[src/rtl/snake_pkg.sv]
// rtl/snake_pkg.sv - shared scan state encodings, matrix geometry and index helper
package snake_pkg;

  localparam int MATRIX_ROWS = 8;
  localparam int MATRIX_COLS = 8;
  localparam int LED_INDEX_W = 6;

  typedef enum logic [1:0] {
    ST_IDLE  = 2'd0,
    ST_LOAD  = 2'd1,
    ST_SCAN  = 2'd2,
    ST_BLANK = 2'd3
  } scan_state_t;

  typedef struct packed {
    logic [2:0] row;
    logic [2:0] col;
  } led_pos_t;

  function automatic led_pos_t split_index(input logic [LED_INDEX_W-1:0] idx);
    led_pos_t pos;
    pos.row = idx[5:3];
    pos.col = idx[2:0];
    return pos;
  endfunction

endpackage

[src/rtl/scan_blink_timer.sv]
// rtl/scan_blink_timer.sv - counts completed frames and toggles the blink phase on wrap
module scan_blink_timer
  import snake_pkg::*;
#(
  parameter int BLINK_FRAMES = 2
) (
  input  logic clk,
  input  logic reset,
  input  logic frame_done,
  input  logic latch,
  output logic phase
);

  localparam int CW = (BLINK_FRAMES > 1) ? $clog2(BLINK_FRAMES) : 1;
  localparam logic [CW-1:0] CNT_LAST = CW'(BLINK_FRAMES - 1);

  logic [CW-1:0] cnt_q;
  logic          phase_q;

  always_ff @(posedge clk) begin
    if (reset) begin
      cnt_q   <= '0;
      phase_q <= 1'b0;
    end else if (frame_done) begin
      // A frame ending with blink disabled restarts the cadence from a lit phase.
      if (!latch) begin
        cnt_q   <= '0;
        phase_q <= 1'b0;
      end else if (cnt_q == CNT_LAST) begin
        cnt_q   <= '0;
        phase_q <= ~phase_q;
      end else begin
        cnt_q   <= cnt_q + CW'(1);
      end
    end
  end

  assign phase = phase_q;

endmodule

[src/rtl/led_scan_scheduler.sv]
// rtl/led_scan_scheduler.sv - 8x8 LED row scan with frame capture, blanking and head blink
module led_scan_scheduler
  import snake_pkg::*;
#(
  parameter int DWELL_CYCLES = 1,
  parameter int BLINK_FRAMES = 2
) (
  input  logic        in_clka,
  input  logic        in_restart,
  input  logic [63:0] in_frame_flat,
  input  logic        in_frame_valid,
  output logic        out_frame_ack,
  input  logic        in_blink_en,
  input  logic [5:0]  in_blink_index,
  output logic [7:0]  out_row_cathode,
  output logic [7:0]  out_column_anode,
  output logic [2:0]  out_row_index,
  output logic        out_frame_done,
  output logic [1:0]  out_scan_state
);

  localparam int DW = (DWELL_CYCLES > 1) ? $clog2(DWELL_CYCLES) : 1;
  localparam logic [DW-1:0] DWELL_LAST = DW'(DWELL_CYCLES - 1);

  scan_state_t            state_q, state_d;
  logic [2:0]             row_q, row_d;
  logic [DW-1:0]          dwell_q, dwell_d;
  logic [63:0]            shadow_q;
  logic                   capture;
  logic                   blink_latch_q;
  logic [LED_INDEX_W-1:0] blink_idx_q;
  logic                   blink_phase;
  logic                   frame_done;
  logic [7:0]             row_bits;
  led_pos_t               head;

  always_ff @(posedge in_clka) begin
    if (in_restart) begin
      state_q       <= ST_IDLE;
      row_q         <= 3'd0;
      dwell_q       <= '0;
      shadow_q      <= 64'd0;
      blink_latch_q <= 1'b0;
      blink_idx_q   <= '0;
    end else begin
      state_q <= state_d;
      row_q   <= row_d;
      dwell_q <= dwell_d;
      if (capture) shadow_q <= in_frame_flat;
      // Blink request is only sampled at the frame boundary so a frame never changes mid-scan.
      if (state_q == ST_IDLE) begin
        blink_latch_q <= in_blink_en;
        blink_idx_q   <= in_blink_index;
      end
    end
  end

  always_comb begin
    state_d = state_q;
    row_d   = row_q;
    dwell_d = dwell_q;
    capture = 1'b0;
    case (state_q)
      ST_IDLE: begin
        row_d   = 3'd0;
        dwell_d = '0;
        if (in_frame_valid) begin
          capture = 1'b1;
          state_d = ST_LOAD;
        end else begin
          state_d = ST_SCAN;
        end
      end
      ST_LOAD: begin
        row_d   = 3'd0;
        dwell_d = '0;
        state_d = ST_SCAN;
      end
      ST_SCAN: begin
        if (dwell_q == DWELL_LAST) begin
          dwell_d = '0;
          state_d = ST_BLANK;
        end else begin
          dwell_d = dwell_q + DW'(1);
        end
      end
      ST_BLANK: begin
        if (row_q == 3'd7) begin
          row_d   = 3'd0;
          state_d = ST_IDLE;
        end else begin
          row_d   = row_q + 3'd1;
          state_d = ST_SCAN;
        end
      end
      default: state_d = ST_IDLE;
    endcase
  end

  assign frame_done = (state_q == ST_BLANK) && (row_q == 3'd7);

  scan_blink_timer #(
    .BLINK_FRAMES(BLINK_FRAMES)
  ) u_blink_timer (
    .clk       (in_clka),
    .reset     (in_restart),
    .frame_done(frame_done),
    .latch     (blink_latch_q),
    .phase     (blink_phase)
  );

  always_comb begin
    head     = split_index(blink_idx_q);
    row_bits = shadow_q[{row_q, 3'b000} +: 8];
    if (blink_latch_q && blink_phase && (head.row == row_q)) row_bits[head.col] = 1'b0;
    out_row_cathode  = 8'hFF;
    out_column_anode = 8'h00;
    if (state_q == ST_SCAN) begin
      out_row_cathode  = ~(8'h01 << row_q);
      out_column_anode = row_bits;
    end
  end

  assign out_frame_ack  = (state_q == ST_LOAD);
  assign out_frame_done = frame_done;
  assign out_row_index  = row_q;
  assign out_scan_state = state_q;

endmodule

[config.mk]
export PLATFORM = sky130hd
export DESIGN_NAME = led_scan_scheduler
export DESIGN_NICKNAME = d
export VERILOG_FILES = /design/src/rtl/snake_pkg.sv /design/src/rtl/scan_blink_timer.sv /design/src/rtl/led_scan_scheduler.sv
export SDC_FILE = /design/constraint.sdc
export NUM_CORES = 1
export LEC_CHECK = 0
export BUFFER_PORTS_ARGS = -buffer_cell sky130_fd_sc_hd__buf_2
export CORE_MARGIN = 1.5
export CORE_UTILIZATION = 52
export DETAILED_ROUTE_END_ITERATION = 12
export GPL_TIMING_DRIVEN = 0
export HOLD_SLACK_MARGIN = 0.06
export PLACE_DENSITY_LB_ADDON = 0.08
export SKIP_CTS_REPAIR_TIMING = 1
export SYNTH_ARGS = -nofsm -noshare
export SYNTH_HDL_FRONTEND = slang
export SYNTH_SLANG_ARGS = --single-unit
[constraint.sdc]
create_clock -name in_clka -period 1.7 [get_ports in_clka]
set_input_delay 0.17 -clock in_clka [delete_from_list [all_inputs] [get_ports in_clka]]
set_output_delay 0.17 -clock in_clka [all_outputs]
set_load 0.05 [all_outputs]
After elaboration in Yosys (flattened, before gate mapping)
Cells that the tools add are included.
- add/sub/neg operators: 3
- $lt $le $gt $ge: 2
- equality and inequality tests: 7
- shifts and indexed selects: 2
- multiplexer cells: 19
- bitwise logic cells: 4
- reductions and logical operators: 9
- operators with widths (kind ; count):
    $shiftx A64 B7 Y8 ; 1
    $mux W8 ; 3
    $not A8 Y8 ; 2
    $and A8 B8 Y8 ; 1
    $mux W1 ; 8
    $pmux W2 S4 ; 1
    $shl A1 B3 Y8 const A ; 1
    $mux W2 ; 3
    $pmux W3 S2 ; 1
    $eq A2 B2 Y1 const B ; 2
    $logic_and A1 B1 Y1 ; 4
    $lt A3 B4 Y1 const B ; 1
    $reduce_bool A2 Y1 ; 2
    $add A3 B1 Y3 const B ; 1
    $demux W1 S3 ; 1
    $eq A3 B3 Y1 ; 1
    $eq A3 B3 Y1 const B ; 1
    $ge A3 B1 Y1 const B ; 1
    $mux W3 ; 1
    $add A1 B1 Y1 const B ; 2
    $eq A2 B1 Y1 const B ; 1
    $logic_not A2 Y1 ; 1
    $ne A2 B1 Y1 const B ; 1
    $ne A2 B2 Y1 const B ; 1
    4 further kinds ; 4
- bits in registers: 79
- input port bits: 74
- output and inout port bits: 23
- word-level logic and storage cells: 54

Logic depth before layout (Yosys ltp)
- depth in word-level cells: 8
- gate-level depth with buffers: 6

Hierarchy
A second synthesis with hierarchy kept.
- cell total of the unflattened synthesis: 412
- area total of the unflattened synthesis: 3565.9 µm²
- modules (own cells, without submodules) (module ; times used ; cells each ; area an instance (µm²) ; sequential area each (µm²)):
    led_scan_scheduler ; 1 ; 402 ; 3479.6 ; 1521.5
    scan_blink_timer ; 1 ; 10 ; 86.3 ; 40.0

Worst setup path after synthesis
OpenSTA, ideal clock, no wires.
- path type: register -> output
- start: reg row_q[0] (netlist: out_row_index[0])
- end: out out_column_anode[2]
- arrival time: 2.615 ns
- required time: 1.530 ns
- slack: -1.085 ns
- cell stages (with the launch flop): 5
- path buffers: 1
- path through: dfxtp_1 buf_6 xor2_1 nor4_4 a311oi_1
- longest elaborated chain between the ends: 4
- RTL lines (what ; line ; source):
    from (decl) ; led_scan_scheduler.sv:26 ; logic [2:0] row_q, row_d;
    from (signal assigned) ; led_scan_scheduler.sv:47 ; row_q <= row_d;
    $shiftx A64 B7 Y8 or $eq A3 B3 Y1 (tied branches) ; led_scan_scheduler.sv:114, led_scan_scheduler.sv:115 ;
    $and A8 B8 Y8 (no line) or $logic_and A1 B1 Y1 (tied branches) ; n/a ;
    $mux W8 (*) ; led_scan_scheduler.sv:115 ; if (blink_latch_q && blink_phase && (head.row == row_q)) row_bits[head.col] = 1'b0;
    $mux W8 (*) ; led_scan_scheduler.sv:118 ; if (state_q == ST_SCAN) begin
    to (decl) ; led_scan_scheduler.sv:16 ; output logic [7:0] out_column_anode,
Mark *: on every way between the ends. The rest lies on a longest branch, timed or not.

Worst setup path after layout
- start: reg row_q[0] (netlist: out_row_index[0])
- end: out out_column_anode[4]
The elaborated chain is that of the path after synthesis.

==> results.py <==
metrics = {
    "run_status": {
        "run_status": "finished, violations left",
        "violations": "negative setup slack",
    },
    "critical_path": {
        "critPathArrivalTime_ns": 1.92,
        "cp_data_required_time_ns": 1.53,
        "max_stage_delay_ns": 0.55,
        "startpoint_type": "flop",
        "crit_fanout": 10,
        "crit_slowest_cell": "mux4_2",
        "critical_path.cell_chain": "buf_12 > mux4_2 > mux2i_2 > a211oi_4 > buf_6",
        "end_kind": "output port",
        "crit_type": "reg -> out",
    },
    "sta": {
        "worst_hold_slack_ns": 0.0430,
        "setup_ws_ns": -0.385,
        "period_needed_ns": 2.09,
        "slew_violations": 0,
        "finalSetupViolations": 13,
        "max_slew_margin_pct": 57.6,
        "finalHoldViolCount": 0,
        "tightest_slew_ns": 0.637,
        "skew_ns": 0.00876,
        "fmax_ghz": 0.480,
        "timing.final.crit_share_pct": 123,
        "rsz0062_at_grt": "true",
    },
    "cells_and_area": {
        "drive_gt1_share_pct": 36.6,
        "n_fill_cell": 467,
        "nets": 619,
        "num_antenna_cells": 0,
        "multiInputGateArea_sq_um": 2060,
        "fin_cells": 624,
        "seqCellArea_sq_um": 1580,
        "area_delta_synth_final_pct": 43.3,
    },
    "clocking": {
        "clock_latency_ns": 0.35,
        "cts_root_buf": "clkbuf_8",
        "cts_tree": "done",
        "cts_buffers": 9,
        "cts.clk_slew.worst_paths_ns": 0.09,
        "cts.sinks": 78,
        "cts_buffer_depth": 2,
        "htreeDepth": 3,
    },
    "drt": {
        "antenna_left": 0,
        "drt_wl_total_um": 10900,
        "firstDrtPassIters": 5,
        "viasPerCell": 5.52,
        "first_iter_violations": 237,
        "drc": 0,
        "wl_per_cell_um": 17.5,
        "num_vias": 3445,
    },
    "yosys": {
        "synthDistinctLibCells": 29,
        "synth_edf_count": 0,
        "yosysMostFrequentCell": "nand2_1",
        "synthTopCellsByArea": "dfxtp_1 44%, nand2_1 15%, a21oi_1 10%",
        "ys.warnings.count": 0,
        "synth_top_flop_cell": "dfxtp_1",
        "syn_nets": 492,
        "async_flop_share_pct": 0,
        "synthCells": 412,
        "synth-seq-cells": 78,
        "synth_largest_area_cell": "dfxtp_1",
        "syn-cell-area_sq_um": 3580,
        "yosys.area.top_type_share_pct": 43.6,
        "avgSynthCellArea_sq_um": 8.70,
        "synth_common_cells": "142 x nand2_1, 78 x dfxtp_1, 74 x a21oi_1, 13 x clkbuf_1, 11 x mux4_2",
        "synth_seq_area_share_pct": 43.6,
    },
    "floorplan": {
        "io_pins": 97,
        "rows": 30,
        "initial_utilization_pct": 53.3,
        "die_w_um": 86.0,
        "die_h_um": 86.0,
        "die_area_sq_um": 7400,
        "core_sq_um": 6720,
    },
    "hold_path": {
        "worstHoldPathType": "in -> reg",
    },
    "grt": {
        "grt_pass1_wl_um": 14900,
        "grt_pass1_vias": 3043,
        "antenna_found_initial": 0,
        "grt_overflow_total": 0,
        "grt_max_degree": 15,
        "grt.total_usage_pct": 26.6,
    },
    "placed_design": {
        "pre_cts_ws_ns": -0.565,
        "io_buffer_count": 96,
        "placedCellCount": 588,
        "place.gp.congestion": 0.799,
        "place_hpwl_um": 6760,
    },
    "pwr": {
        "p_leak_nw": 1.97,
        "power.total_mw": 4.50,
        "ir_drop_uv": 615,
        "cellPowerDensity_nw_per_um2": 877,
    },
    "job": {
        "max-cap-violations": 0,
    },
}
## layout make-up
class                           count  area share [%]
Clock inverter                      7            2.34
Tap cell                           80            1.95
Buffer                             31            5.82
Inverter                            6           0.560
Sequential cell                    78            30.8
Multi-Input combinational cell    296            40.2
Timing Repair Buffer              117            16.0
Clock buffer                        9            2.41
## per-layer routing
layer	track usage, %	up-vias	share of wire, %
li1	-	1645	-
met1	35.6	1643	42
met2	44.6	131	51
met3	4.04	26	4.3
met4	8.21	0	2.4
met5	0	-	0
## sequential cells by signal (all words and copies together), names as in the netlist
register / flops
shadow_q: 64
u_blink_timer.phase: 1
blink_latch_q: 1
out_scan_state: 2
u_blink_timer.cnt_q: 1
blink_idx_q: 6
out_row_index: 3
## power breakdown
| group | leakage [nW] | switching, mW | internal, mW | total (mW) |
|---|---|---|---|---|
| Clock | 0.120 | 0.727 | 0.980 | 1.71 |
| Sequential | 0.641 | 0.0860 | 1.93 | 2.02 |
| Combinational | 1.21 | 0.436 | 0.344 | 0.780 |
| Total | 1.97 | 1.25 | 3.25 | 4.50 |
## worst paths after layout
check,start,endpoint,slack [ns],cells after the start
max reg2reg,out_row_index[0]$_SDFFE_PP0P_,out_scan_state[1]$_SDFF_PP0_,-0.09,9
max,out_row_index[0]$_SDFFE_PP0P_,out_column_anode[4],-0.39,5
min reg2reg,shadow_q[23]$_SDFFE_PP0P_,shadow_q[23]$_SDFFE_PP0P_,0.46,2
min,in_frame_flat[35],shadow_q[35]$_SDFFE_PP0P_,0.04,3
## metrics by stage
stage	utilization, %	area, sq um	setup TNS [ns]
final	76.4	5140	-3.17
after global routing	76.4	5140	-3.84
after CTS	67.8	4560	-8.98
after detailed placement	64.2	4310	-3.92
after global placement	64.2	4310	-3.83
after floorplan	-	3730	-2.71
## worst max-delay path: cells and delay by family (launching register included)
kind	cells	cell delay, ns
multiplexers	2	0.78
flip-flops	1	0.40
buffers and inverters	2	0.32
AO/OA/AOI/OAI	1	0.07
## placed cells by master, fill, tap and decap left out, types with 7 or more instances in the layout
cell,count
o21ai_0,8
clkbuf_8,9
buf_12,8
nand2_1,138
dfxtp_1,73
mux4_2,16
buf_4,14
a21oi_1,74
dlygate4sd3_1,10
buf_6,20
mux2i_4,7
clkbuf_1,11
buf_2,80
## kinds of logic after synthesis
kind of cell	Yosys count	synth area share (%)
AO/OA/AOI/OAI	92	13.7
XOR/XNOR	3	0.733
AND/OR/NAND/NOR	170	20.0
buffers and inverters	38	6.88
adder cells (fa/ha/maj)	6	2.09
multiplexers	25	13.1
flip-flops	78	43.6
(Power assumes the default switching activity.)
